## src/rtl/inv_add_round_key_if.sv

```systemverilog
`default_nettype none
// ============================================================================
// Module      : inv_add_round_key_if
// Description : Bundle of data path and key-store signals for the inverse
//               AddRoundKey pipeline stage. The master side drives blocks and
//               key writes; the slave side (the stage itself) returns results.
// Revision    : 1.0  initial release
// ============================================================================
interface inv_add_round_key_if;
  logic         enable;       // capture data_in this cycle
  logic [131:0] data_in;      // [131:128] round header, [127:0] state
  logic [131:0] data_out;     // [131:128] round header, [127:0] state ^ key
  logic         key_wr_en;    // key slot write strobe
  logic [3:0]   key_wr_idx;   // key slot index, 0..9 valid
  logic [127:0] key_wr_data;  // round key
  logic         key_clr;      // clear all slot-valid bits
  logic         key_ready;    // all slots valid
  logic         err;          // one-cycle rejected-block pulse

  modport master (
    output enable, data_in, key_wr_en, key_wr_idx, key_wr_data, key_clr,
    input  data_out, key_ready, err
  );

  modport slave (
    input  enable, data_in, key_wr_en, key_wr_idx, key_wr_data, key_clr,
    output data_out, key_ready, err
  );
endinterface
`default_nettype wire

```

## src/rtl/inv_add_round_key.sv

```systemverilog
`default_nettype none
// ============================================================================
// Module      : inv_add_round_key
// Description : Inverse-cipher AddRoundKey pipeline stage. Holds ten 128-bit
//               round keys with a slot-valid mask and XORs the key selected
//               by the block header (slot = 10 - header) into the state with
//               one cycle of latency. Header 0 is a bubble; out-of-range
//               headers or blocks needing an unloaded key are dropped to zero
//               and flagged with a one-cycle err pulse.
// Revision    : 1.0  initial release
// ============================================================================
module inv_add_round_key (
  input  wire logic             clk,
  input  wire logic             rst,
  inv_add_round_key_if.slave    bus
);

  localparam int         c_NUM_SLOTS = 10;
  localparam logic [3:0] c_MAX_HDR   = 4'd10;

  // --------------------------------------------------------------------------
  // Key store and registered pipeline state
  // --------------------------------------------------------------------------
  logic [127:0]           key_q [c_NUM_SLOTS];
  logic [c_NUM_SLOTS-1:0] valid_q;
  logic [c_NUM_SLOTS-1:0] valid_d;
  logic                   ready_q;
  logic                   ready_d;
  logic [131:0]           data_q;
  logic [131:0]           data_d;
  logic                   err_q;
  logic                   err_d;

  // Combinational view of the incoming block
  logic [3:0]             w_hdr;
  logic [127:0]           w_state;
  logic [3:0]             w_slot;
  logic [127:0]           w_key;
  logic                   w_slot_valid;

  assign w_hdr   = bus.data_in[131:128];
  assign w_state = bus.data_in[127:0];
  assign w_slot  = c_MAX_HDR - w_hdr;

  // Key lookup reads the pre-edge store, so a same-cycle write to the slot
  // being read cannot leak into this cycle's result.
  always_comb begin
    w_key        = '0;
    w_slot_valid = 1'b0;
    for (int i = 0; i < c_NUM_SLOTS; i++) begin
      if (w_slot == 4'(i)) begin
        w_key        = key_q[i];
        w_slot_valid = valid_q[i];
      end
    end
  end

  // Next slot-valid mask: clear dominates any simultaneous write.
  always_comb begin
    valid_d = valid_q;
    if (bus.key_clr) begin
      valid_d = '0;
    end else if (bus.key_wr_en) begin
      for (int i = 0; i < c_NUM_SLOTS; i++) begin
        if (bus.key_wr_idx == 4'(i)) begin
          valid_d[i] = 1'b1;
        end
      end
    end
  end

  // key_ready follows the current mask one cycle later and drops right after
  // a clear without waiting for the mask register to update first.
  always_comb begin
    ready_d = (&valid_q) & ~bus.key_clr;
  end

  // Pipeline register next state: classify the block by header and slot.
  always_comb begin
    data_d = data_q;
    err_d  = 1'b0;
    if (bus.enable) begin
      if (w_hdr == 4'd0) begin
        data_d = '0;
      end else if (w_hdr > c_MAX_HDR) begin
        data_d = '0;
        err_d  = 1'b1;
      end else if (!w_slot_valid) begin
        data_d = '0;
        err_d  = 1'b1;
      end else begin
        data_d = {w_hdr, w_state ^ w_key};
      end
    end
  end

  // Key data carries no reset; only the valid mask decides whether it is used.
  always_ff @(posedge clk) begin
    if (bus.key_wr_en && !bus.key_clr) begin
      for (int i = 0; i < c_NUM_SLOTS; i++) begin
        if (bus.key_wr_idx == 4'(i)) begin
          key_q[i] <= bus.key_wr_data;
        end
      end
    end
  end

  // Control state and the single data pipeline register.
  always_ff @(posedge clk or posedge rst) begin
    if (rst) begin
      valid_q <= '0;
      ready_q <= 1'b0;
      data_q  <= '0;
      err_q   <= 1'b0;
    end else begin
      valid_q <= valid_d;
      ready_q <= ready_d;
      data_q  <= data_d;
      err_q   <= err_d;
    end
  end

  // A registered bubble header always presents an all-zero word downstream.
  assign bus.data_out  = (data_q[131:128] == 4'd0) ? '0 : data_q;
  assign bus.key_ready = ready_q;
  assign bus.err       = err_q;

endmodule
`default_nettype wire

```

## src/flat_wrapper.sv

```systemverilog
// flat-port wrapper written by rule: the top's interface ports become plain ports
module inv_add_round_key_flat 
  (clk, rst, bus_enable, bus_data_in, bus_key_wr_en, bus_key_wr_idx, bus_key_wr_data, bus_key_clr, bus_data_out, bus_key_ready, bus_err);
  inv_add_round_key_if bus_i ();
  input  wire logic clk;
  input  wire logic rst;
  input wire logic [$bits(bus_i.enable)-1:0] bus_enable;
  input wire logic [$bits(bus_i.data_in)-1:0] bus_data_in;
  input wire logic [$bits(bus_i.key_wr_en)-1:0] bus_key_wr_en;
  input wire logic [$bits(bus_i.key_wr_idx)-1:0] bus_key_wr_idx;
  input wire logic [$bits(bus_i.key_wr_data)-1:0] bus_key_wr_data;
  input wire logic [$bits(bus_i.key_clr)-1:0] bus_key_clr;
  output wire logic [$bits(bus_i.data_out)-1:0] bus_data_out;
  output wire logic [$bits(bus_i.key_ready)-1:0] bus_key_ready;
  output wire logic [$bits(bus_i.err)-1:0] bus_err;
  assign bus_i.enable = bus_enable;
  assign bus_i.data_in = bus_data_in;
  assign bus_i.key_wr_en = bus_key_wr_en;
  assign bus_i.key_wr_idx = bus_key_wr_idx;
  assign bus_i.key_wr_data = bus_key_wr_data;
  assign bus_i.key_clr = bus_key_clr;
  assign bus_data_out = bus_i.data_out;
  assign bus_key_ready = bus_i.key_ready;
  assign bus_err = bus_i.err;
  inv_add_round_key u_core (.clk(clk), .rst(rst), .bus(bus_i));
endmodule
```

## config.mk

```make
export PLATFORM = sky130hd
export DESIGN_NAME = inv_add_round_key_flat
export DESIGN_NICKNAME = d
export VERILOG_FILES = /design/src/rtl/inv_add_round_key_if.sv /design/src/rtl/inv_add_round_key.sv /design/src/flat_wrapper.sv
export SDC_FILE = /design/constraint.sdc
export NUM_CORES = 2
export LEC_CHECK = 0
export CAP_MARGIN = 20
export CELL_PAD_IN_SITES_DETAIL_PLACEMENT = 0
export CELL_PAD_IN_SITES_GLOBAL_PLACEMENT = 2
export CORE_MARGIN = 2
export CORE_UTILIZATION = 45
export DETAILED_ROUTE_END_ITERATION = 8
export PLACE_DENSITY_LB_ADDON = 0.1
export RECOVER_POWER = 50
export SYNTH_ARGS = -nofsm -noshare
export SYNTH_HDL_FRONTEND = slang
export SYNTH_SLANG_ARGS = --single-unit
```

## constraint.sdc

```tcl
create_clock -name clk -period 12.15 [get_ports clk]
set_input_delay 2.43 -clock clk [delete_from_list [all_inputs] [get_ports clk]]
set_output_delay 2.43 -clock clk [all_outputs]
set_load 0.02 [all_outputs]
```

==> impl_metrics.ini <==
[outcome]
status = finished, violations left
violations = capacitance limit, slew limit

[cts]
hold_buffers = 0
cts_tree = yes
post_cts_buffers = 0
insertion_delay_ns = 0.76
cts-root-buf = clkbuf_16
clk_pin_slew_ns = 0.05
cts_buffers = 152
h-tree-depth = 4
cts_resized = 0
ctsLongestPathBuffers = 3
clock-sinks = 1424

[routing]
wl_per_cell_um = 28.07
viasPerCell = 5.863
antenna_left = 0
drt_first_pass_iters = 5
routed_wl_um = 172900
vias = 36120
drt_iter0_drc = 2904
post-route-drc-count = 0

[critical_path]
r2r_end = u_core.data_q[21]$_DFFE_PP0P_
reg2reg_from = u_core.valid_q[1]$_DFFE_PP0P_
crit_cells = 3
slowest_delay_ns = 3.14
critPathMaxFanout = 99
cp-startpoint = rst
r2r_cells = 7
endpoint_kind = asynchronous set/reset pin
crit_required_ns = 12.91
critPathTopFamily = buffers and inverters
cp_cell_sequence = dlygate4sd3_1 -> clkinvlp_2 -> buf_4
crit_path_end = u_core.valid_q[3]$_DFFE_PP0P_
cp-start-kind = input port
cpMaxStageDelayCell = clkinvlp_2
critPathArrivalTime_ns = 7.31
reg2reg_slack_ns = 9.23
crit_type = in -> async
crit_buf_inv = 3

[place]
dpl.cell_count = 5872
numPortBuffers = 402
place_congestion = 0.7496
dpl.hpwl_um = 87630

[sta]
slew_viol_final = 140
setup_tns_ns = 0
hold_violations = 0
whs_ns = 0.5066
final-setup-viol-count = 0
clock.fmax_ghz = 0.1526
period_minus_slack_ns = 6.554
fin_crit_sh_pct = 53.94
finClkSkew_ns = 0.02222
worst_slew_pin_slew_ns = 5.698
rsz0062_at_grt = no
max_slew_margin_pct = -282.0

[power]
p_total_mw = 10.88
power_leakage_nw = 23.14
ir_drop_mv = 0.1356
power_density_nw_per_um2 = 157.8

[synthesis]
synth_edf_count = 1280
synth.most_common_cell = edfxtp_1
syn-num-nets = 4232
yosysWarningCount = 0
synth_top_area_cell = edfxtp_1
synth-seq-cells = 1424
ys_top_cells_by_area = edfxtp_1, dfrtp_1, mux2i_1
syn_area_per_cell_um2 = 14.82
synth_ff_type = edfxtp_1
netlist.area_leader.share_pct = 65.46
synth_common_cells = edfxtp_1, nor2_1, a21oi_1
ys_seq_area_share_pct = 71.60
netlist_area_um2 = 58720
synth_cells = 3963
async_reset_ff_share_pct = 10.11
yosysUniqueCellTypes = 73

[grt]
use_met2_pct = 41.77
grt_busiest_layer = met2
grt_pass1_wl_um = 247800
grt_antenna_before_repair = 45
met3_usage_pct = 4.527
use_met1_pct = 35.67
grt_max_degree = 156
grt_usage_pct = 25.64
overflow = 0
grt_pass1_vias = 35560

[layout]
fillers = 10800
nets = 4553
fin_cells = 6161
finish.utilization_pct = 53.24
syn_to_final_growth_pct = 17.42
drive_gt1_share_pct = 9.140

[die]
die_h_um = 365.2
coreArea_um2 = 129500
floorplan.rows = 132
die_area_um2 = 133400
start_util_pct = 45.35
pin_count = 403
die_w_um = 365.2

[min_path]
holdPathStages = 1
hold_class = reg -> reg

[flow_run]
drv_cap = 3
[power breakdown]
group / switching [mW] / leakage [nW] / internal, mW / total (mW)
registers: 0.0251 / 13.5 / 5.43 / 5.46
clock network: 1.87 / 2.38 / 2.65 / 4.52
logic: 0.569 / 7.28 / 0.332 / 0.901
total: 2.46 / 23.1 / 8.42 / 10.9
[registers in the layout, indices dropped and copies added, names as in the netlist]
register / count
u_core.key_q: 1280
u_core.bus.err: 1
u_core.data_q: 132
u_core.bus.key_ready: 1
u_core.valid_q: 10
[worst register-to-register path, cell delays in order, from the launching register on]
cell and delay (ns):
dfrtp_1 0.40, a22o_1 0.24, a2111oi_4 0.40, a311oi_4 0.10, o221ai_4 0.22, buf_4 0.34, buf_4 0.77, o22ai_1 0.28
[final cells by class]
| class | count | area (um^2) | share of cell area [%] |
|---|---|---|---|
| tap | 1742 | 2180 | 3.161 |
| clock buffer | 199 | 4144 | 6.011 |
| timing repair buffer | 468 | 4629 | 6.715 |
| inverter | 140 | 531.8 | 0.7713 |
| sequential | 1424 | 42040 | 60.98 |
| multi-input combinational | 2098 | 14690 | 21.30 |
| antenna | 10 | 25.02 | 0.03630 |
| clock inverter | 80 | 706.9 | 1.025 |
[cells by family (layout without fill, tap and decap cells)]
group	Yosys count	in the layout	synth area share, %
AO/OA/AOI/OAI	1140	1140	13.54
AND/OR/NAND/NOR	557	557	4.556
multiplexers	292	292	5.076
other	0	10	0
flip-flops	1424	1424	71.60
buffers and inverters	441	887	3.599
XOR/XNOR	109	109	1.626
[layer usage]
layer	wire [um]	part of all wire, %
met1	75880	44
met2	82970	48
met3	10160	5.9
met4	3654	2.1
met5	243	0.14
[worst min path at each step]
stage                                        start                             end  slack, ns
floorplan           u_core.data_q[114]$_DFFE_PP0P_  u_core.data_q[114]$_DFFE_PP0P_       0.45
global placement     u_core.valid_q[4]$_DFFE_PP0P_   u_core.valid_q[4]$_DFFE_PP0P_       0.49
detailed placement   u_core.valid_q[4]$_DFFE_PP0P_   u_core.valid_q[4]$_DFFE_PP0P_       0.49
CTS                  u_core.valid_q[4]$_DFFE_PP0P_   u_core.valid_q[4]$_DFFE_PP0P_       0.50
global route         u_core.valid_q[0]$_DFFE_PP0P_   u_core.valid_q[0]$_DFFE_PP0P_       0.53
finish               u_core.valid_q[4]$_DFFE_PP0P_   u_core.valid_q[4]$_DFFE_PP0P_       0.51
[cells in the final DEF, fill, tap and decap left out, drive strengths merged, types with 11 or more instances in the layout]
cell / count
a211o: 55
a211oi: 20
a21boi: 12
a21o: 16
a21oi: 277
a221o: 35
a221oi: 14
a22oi: 49
a2bb2oi: 94
a311oi: 13
a31oi: 11
buf: 70
bufinv: 12
clkbuf: 200
clkdlybuf4s50: 267
clkinv: 60
dfrtp: 144
dlygate4sd3: 130
edfxtp: 1280
inv: 147
mux2: 46
mux2i: 246
nand2: 25
nand2b: 19
nand3: 11
nor2: 333
nor2b: 25
nor4: 27
o21ai: 138
o221ai: 21
o22ai: 248
o2bb2ai: 64
o31ai: 47
or2: 13
or3: 21
or4: 46
xnor2: 109
[metrics by stage]
stage               setup slack (ns)  cell area [um^2]
finish                         5.596             68940
global route                   4.876             68930
CTS                            5.552             68970
detailed placement             5.025             64120
global placement               5.035             64100
floorplan                      3.248             58740
Note: power is estimated with default switching activity, not from simulation.
